**config.mk**
```make
export PLATFORM = sky130hd
export DESIGN_NAME = serial_add_ctrl_flat
export DESIGN_NICKNAME = d
export VERILOG_FILES = /design/src/rtl/serial_add_pkg.sv /design/src/rtl/serial_add_ctrl_if.sv /design/src/rtl/full_adder_bit.sv /design/src/rtl/serial_add_ctrl.sv /design/src/flat_wrapper.sv
export SDC_FILE = /design/constraint.sdc
export NUM_CORES = 1
export LEC_CHECK = 0
export ABC_AREA = 1
export CORE_ASPECT_RATIO = 1.5
export CORE_MARGIN = 1.5
export CORE_UTILIZATION = 32
export DETAILED_ROUTE_END_ITERATION = 8
export PLACE_DENSITY = 0.64
export SYNTH_ARGS = -nofsm -noshare
export SYNTH_HDL_FRONTEND = slang
export SYNTH_SLANG_ARGS = --single-unit
export TNS_END_PERCENT = 1
```
**constraint.sdc**
```tcl
create_clock -name clk -period 1.8 [get_ports clk]
set_input_delay 0.18 -clock clk [delete_from_list [all_inputs] [get_ports clk]]
set_output_delay 0.18 -clock clk [all_outputs]
set_load 0.005 [all_outputs]
```
**src/rtl/serial_add_pkg.sv**
```systemverilog
// rtl/serial_add_pkg.sv - shared FSM state type and default width for the serial adder
package serial_add_pkg;

  localparam int DEFAULT_WIDTH = 8;

  typedef enum logic [1:0] {
    IDLE  = 2'd0,
    SHIFT = 2'd1,
    DONE  = 2'd2
  } state_t;

endpackage

```
**src/rtl/serial_add_ctrl_if.sv**
```systemverilog
// rtl/serial_add_ctrl_if.sv - request/result bundle for serial_add_ctrl (ovf present under SERIAL_ADD_OVF_EN)
interface serial_add_ctrl_if import serial_add_pkg::*; #(
  parameter int WIDTH = DEFAULT_WIDTH
);

  logic             start;
  logic [WIDTH-1:0] a_in;
  logic [WIDTH-1:0] b_in;
  logic             cin;
  logic             ready;
  logic             done;
  logic [WIDTH-1:0] sum_out;
  logic             cout;
`ifdef SERIAL_ADD_OVF_EN
  logic             ovf;

  modport master (output start, a_in, b_in, cin,
                  input  ready, done, sum_out, cout, ovf);
  modport slave  (input  start, a_in, b_in, cin,
                  output ready, done, sum_out, cout, ovf);
`else
  modport master (output start, a_in, b_in, cin,
                  input  ready, done, sum_out, cout);
  modport slave  (input  start, a_in, b_in, cin,
                  output ready, done, sum_out, cout);
`endif

endinterface

```
**src/rtl/full_adder_bit.sv**
```systemverilog
// rtl/full_adder_bit.sv - single-bit combinational full adder
module full_adder_bit (
  input  logic a,
  input  logic b,
  input  logic c,
  output logic sum,
  output logic carry
);

  assign sum   = a ^ b ^ c;
  assign carry = (a & b) | (a & c) | (b & c);

endmodule

```
**src/rtl/serial_add_ctrl.sv**
```systemverilog
// rtl/serial_add_ctrl.sv - bit-serial LSB-first adder with IDLE/SHIFT/DONE control (ovf under SERIAL_ADD_OVF_EN)
module serial_add_ctrl import serial_add_pkg::*; #(
  parameter int WIDTH = DEFAULT_WIDTH
) (
  input  logic             clk,
  input  logic             rst_n,
  serial_add_ctrl_if.slave bus
);

  localparam int            CW   = $clog2(WIDTH + 1);
  localparam logic [CW-1:0] LAST = CW'(WIDTH - 1);

  state_t           state;
  logic [WIDTH-1:0] a_sh;
  logic [WIDTH-1:0] b_sh;
  logic             carry;
  logic [CW-1:0]    cnt;
  logic [WIDTH-1:0] sum_q;
  logic             cout_q;
  logic             ready_q;
  logic             done_q;
  logic             fa_sum;
  logic             fa_carry;

  // The only arithmetic in the block: one bit of A, B and the running carry.
  full_adder_bit u_fa (
    .a     (a_sh[0]),
    .b     (b_sh[0]),
    .c     (carry),
    .sum   (fa_sum),
    .carry (fa_carry)
  );

`ifdef SERIAL_ADD_OVF_EN
  logic ovf_q;

  // Carry into the MSB is the carry register during the last shift; XOR with the carry out gives signed overflow.
  always_ff @(posedge clk or negedge rst_n) begin
    if (!rst_n) begin
      ovf_q <= 1'b0;
    end else if (state == SHIFT && cnt == LAST) begin
      ovf_q <= carry ^ fa_carry;
    end
  end

  assign bus.ovf = ovf_q;
`endif

  // Control FSM and datapath registers; sum_q doubles as the result shift register, so it only moves after an accepted start.
  always_ff @(posedge clk or negedge rst_n) begin
    if (!rst_n) begin
      state   <= IDLE;
      a_sh    <= '0;
      b_sh    <= '0;
      carry   <= 1'b0;
      cnt     <= '0;
      sum_q   <= '0;
      cout_q  <= 1'b0;
      ready_q <= 1'b1;
      done_q  <= 1'b0;
    end else begin
      case (state)
        IDLE: begin
          if (bus.start) begin
            a_sh    <= bus.a_in;
            b_sh    <= bus.b_in;
            carry   <= bus.cin;
            cnt     <= '0;
            ready_q <= 1'b0;
            state   <= SHIFT;
          end
        end
        SHIFT: begin
          sum_q <= {fa_sum, sum_q[WIDTH-1:1]};
          a_sh  <= {1'b0, a_sh[WIDTH-1:1]};
          b_sh  <= {1'b0, b_sh[WIDTH-1:1]};
          carry <= fa_carry;
          cnt   <= cnt + 1'b1;
          if (cnt == LAST) begin
            cout_q <= fa_carry;
            done_q <= 1'b1;
            state  <= DONE;
          end
        end
        DONE: begin
          done_q  <= 1'b0;
          ready_q <= 1'b1;
          state   <= IDLE;
        end
        default: begin
          done_q  <= 1'b0;
          ready_q <= 1'b1;
          state   <= IDLE;
        end
      endcase
    end
  end

  assign bus.ready   = ready_q;
  assign bus.done    = done_q;
  assign bus.sum_out = sum_q;
  assign bus.cout    = cout_q;

endmodule

```
**src/flat_wrapper.sv**
```systemverilog
// flat-port wrapper written by rule: the top's interface ports become plain ports
module serial_add_ctrl_flat import serial_add_pkg::*;
#(
  parameter int WIDTH = DEFAULT_WIDTH
)
  (clk, rst_n, bus_start, bus_a_in, bus_b_in, bus_cin, bus_ready, bus_done, bus_sum_out, bus_cout);
  serial_add_ctrl_if #(.WIDTH(WIDTH)) bus_i ();
  input  logic clk;
  input  logic rst_n;
  input wire logic [$bits(bus_i.start)-1:0] bus_start;
  input wire logic [$bits(bus_i.a_in)-1:0] bus_a_in;
  input wire logic [$bits(bus_i.b_in)-1:0] bus_b_in;
  input wire logic [$bits(bus_i.cin)-1:0] bus_cin;
  output wire logic [$bits(bus_i.ready)-1:0] bus_ready;
  output wire logic [$bits(bus_i.done)-1:0] bus_done;
  output wire logic [$bits(bus_i.sum_out)-1:0] bus_sum_out;
  output wire logic [$bits(bus_i.cout)-1:0] bus_cout;
  assign bus_i.start = bus_start;
  assign bus_i.a_in = bus_a_in;
  assign bus_i.b_in = bus_b_in;
  assign bus_i.cin = bus_cin;
  assign bus_ready = bus_i.ready;
  assign bus_done = bus_i.done;
  assign bus_sum_out = bus_i.sum_out;
  assign bus_cout = bus_i.cout;
  serial_add_ctrl #(.WIDTH(WIDTH)) u_core (.clk(clk), .rst_n(rst_n), .bus(bus_i));
endmodule
```
==> flow_summary_export.csv <==
group,metric,value,unit
status,outcome,"finished clean",
clock_tree,postCtsHoldBufs,0,
worst_setup_path,critPathLaunchType,"register",
detailed_routing,antenna_left,0,
logic_synthesis,yosysSeqAreaShare,0.584,
logic_synthesis,synth.cell_area,1460,sq um
grt,grt_overflow,0,
logic_synthesis,yosys_most_used_dff,"dfrtp_1",
logic_synthesis,netlist_top_cells_count,"nand2_1, nand3_1, dfrtp_1",
logic_synthesis,synth_fp_nets,186,
sta,setup_slack_of_the_critical_path_after_layout,0.311,ns
worst_setup_path,critical_path_class,"reg -> out",
die,floorplan.rows,29,
clock_tree,cts-htree-levels,2,
sta,final_period_minus_worst_setup_slack,1.49,ns
cells_and_area,area.sequential,852,sq um
worst_setup_path,data_required_time_of_the_critical_path,1.62,ns
logic_synthesis,postSynthCellCount,164,
worst_setup_path,slowest_stage,"dfstp_2",
placed_design,quantity_of_i_o_buffers_inserted_on_ports,30,
placed_design,place_inst,236,
sta,hold_violations,0,
worst_setup_path,critPathBufInv,1,
clock_tree,tritoncts,"built",
sta,finalHoldWorstSlack,0.295,ns
clock_tree,cts_buffers,5,
worst_setup_path,worst_path_largest_cell_delay,0.53,ns
worst_setup_path,crit_path_cell_trace,"clkdlybuf4s50_1",
sta,worst_tran_pin_value,0.437,ns
detailed_routing,finalWirelength,3070,um
die,number_of_placed_i_o_pins,31,
clock_tree,clock_latency,0.29,ns
die,chipWidth,58.2,um
logic_synthesis,post_synth_main_area_contributors,"dfrtp_1, nand2_1, nand3_1, dfstp_2, buf_2",
detailed_routing,post_drt_via_cell_ratio,4.82,
clock_tree,clock_tree.root_cell,"clkbuf_8",
sta,grt_setup_unrepaired,"false",
cells_and_area,syn2layout_area_growth,30.8,%
logic_synthesis,netlist-cell-type-count,17,
worst_setup_path,critical_path.reg2reg.startpoint,"u_core.state[1]$_DFFE_PN0P_",
pwr,ir_worst_vdd,0.630,mV
worst_hold_path,hp_class,"in -> async",
detailed_routing,via_count,1176,
worst_setup_path,depth_of_the_worst_register_to_register_path,6,
clock_tree,cts.sinks,34,
cells_and_area,fillCellCount,435,
detailed_routing,drt-initial-drc-count,34,
cells_and_area,fraction_of_final_layout_cells_with_drive_strength_greater_than_1,0.0909,
placed_design,placement.setup.worst_slack,0.447,ns
pwr,design_power_total,3.05,mW
die,initial_core_util,0.338,
logic_synthesis,number_of_enable_type_register_cells_in_the_synthesized_netlist,0,
sta,totalNegativeSetupSlack,0,ns
grt,first_pass_grt_wire_length,5260,um
clock_tree,cts_post_setup_buffers_inserted,0,
logic_synthesis,number_of_flip_flops_and_latches_in_the_synthesized_netlist,34,
worst_setup_path,arrival,1.31,ns
die,floorplan.die.height,85.7,um
cells_and_area,fin_cells,244,
pwr,net_switching_component_of_the_power,1.07,mW
detailed_routing,drc,0,
logic_synthesis,synthMostInstantiatedCell,"nand2_1",
logic_synthesis,synth.avg_cell_area,8.90,sq um
clock_tree,post_cts_resized,0,
worst_setup_path,rrSetupSlack,0.58,ns
pwr,pwr_density_cell,1600,nW/um^2
grt,grt_antenna_before_repair,0,
worst_setup_path,timing.rr.end,"u_core.b_sh[1]$_DFFE_PN0P_",
worst_setup_path,critPathMaxFanout,2,
placed_design,global_placement_routability_congestion,0.727,
grt,grt.total_usage,0.142,
logic_synthesis,synthDominantCellAreaShare,0.566,
pwr,power_report.internal_total,1.98,mW
clock_tree,clk_pin_slew,0.07,ns
placed_design,dp.final_hpwl,2010,um
logic_synthesis,number_of_warning_messages_in_the_yosys_log,0,
cells_and_area,antenna_cells_inserted,0,
die,die_area,4990,sq um
clock_tree,clockBufferDepth,2,
die,core_region_area,4320,sq um
sta,setup_violations,0,
cells_and_area,area_of_the_multi_input_gates,534,sq um
sta,max_slew_headroom,0.708,
pwr,seq_power_share,0.425,
detailed_routing,drt-pass1-iter-count,4,
detailed_routing,route.detailed.wl_per_inst,12.6,um
pwr,share_comb_of_total_power,0.346,
logic_synthesis,synth_largest_area_cell,"dfrtp_1",
pwr,leakagePower,0.913,nW
logic_synthesis,synth_async_sr_flop_share,1.00,
sta,fin_worst_skew,0.00678,ns
job,maxCapViolations,0,
pwr,share_clk_of_total_power,0.229,
pwr,switching_share,0.350,
sta,timing.final.max_slew_violations,0,
grt,vias_in_the_first_global_route,1173,
cells_and_area,final_net_count,219,
worst_setup_path,critical-path-top-delay-family,"flip-flops",
grt,grt_start_max_net_pins,35,
sta,maxClockFrequency,0.672,GHz
worst_setup_path,critical_path.endpoint_type,"primary output",
sta,min_period_over_period,0.827,
==> worst max-delay path by stage <==
stage,startpoint,slack [ns],end,depth (start not counted)
2_1_floorplan,u_core.a_sh[0]$_DFFE_PN0P_,0.74,u_core.carry$_DFFE_PN0P_,3
3_3_place_gp,bus_start,0.46,u_core.a_sh[0]$_DFFE_PN0P_,5
3_5_place_dp,bus_start,0.45,u_core.a_sh[5]$_DFFE_PN0P_,5
4_1_cts,u_core.bus.ready$_DFFE_PN1P_,0.30,bus_ready,1
5_1_grt,u_core.bus.ready$_DFFE_PN1P_,0.28,bus_ready,1
6_report,u_core.bus.ready$_DFFE_PN1P_,0.31,bus_ready,1
==> layout by cell type (no fill, tap or decap) <==
| cell type | Yosys | layout |
|---|---|---|
| nand2_1 | 57 | 57 |
| nand3_1 | 39 | 39 |
| dfrtp_1 | 33 | 33 |
| clkdlybuf4s50_1 | 0 | 30 |
| inv_1 | 5 | 5 |
| clkbuf_8 | 0 | 5 |
| o21ai_1 | 4 | 4 |
| nor2_1 | 4 | 4 |
| o21ai_0 | 4 | 4 |
| buf_4 | 3 | 4 |
| inv_2 | 2 | 2 |
| nand2_2 | 2 | 2 |
| clkinv_2 | 0 | 2 |
| nor2_4 | 1 | 1 |
| o21bai_1 | 1 | 1 |
| nand4_1 | 1 | 1 |
| fa_1 | 1 | 1 |
| ha_1 | 1 | 1 |
| bufinv_16 | 0 | 1 |
| dfstp_2 | 1 | 1 |
==> routing by layer <==
layer	share of wire	track usage	routed length, um	vias up
met3	0.035	0.0377	107	5
met1	0.45	0.175	1390	550
met2	0.49	0.222	1500	27
met5	0	0	0	-
met4	0.026	0.0825	80	0
li1	-	-	-	594
==> sequential cells by signal, summed over array words and instances, names as in the netlist <==
register	cells
u_core.bus.done	1
u_core.bus.ready	1
u_core.b_sh	8
u_core.carry	1
u_core.bus.sum_out	8
u_core.a_sh	8
u_core.bus.cout	1
u_core.state	2
u_core.cnt	4
==> cell type report <==
class | count | share of cell area
inverter | 7 | 0.0138
multi-input combinational | 115 | 0.280
tap | 46 | 0.0301
clock inverter | 3 | 0.0210
sequential | 34 | 0.446
clock buffer | 5 | 0.0360
timing repair buffer | 34 | 0.173
==> power by group through the flow <==
stage               combinational (mW)  clock (mW)  sequential, mW
floorplan                        0.678           0            1.27
global placement                  1.05           0            1.31
detailed placement                1.07           0            1.31
CTS                               1.07       0.714            1.30
global route                      1.21       0.749            1.34
finish                            1.06       0.698            1.29
==> cells by family (layout without fill, tap and decap cells) <==
logic type / after synthesis / count (layout) / share of synthesized area
buffers and inverters: 15 / 49 / 0.0506
adders and majority gates: 2 / 2 / 0.0223
and+or+nand+nor: 104 / 104 / 0.311
DFF: 34 / 34 / 0.584
AOI/OAI and AO/OA: 9 / 9 / 0.0326
==> per-stage QoR <==
| stage | instance area [sq um] | utilization |
|---|---|---|
| after detailed placement | 1800 | 0.417 |
| after CTS | 1910 | 0.442 |
| after floorplan | 1460 | - |
| after global placement | 1800 | 0.417 |
| after global routing | 1910 | 0.442 |
| final | 1910 | 0.442 |
Power figures use the tool's default switching activity.
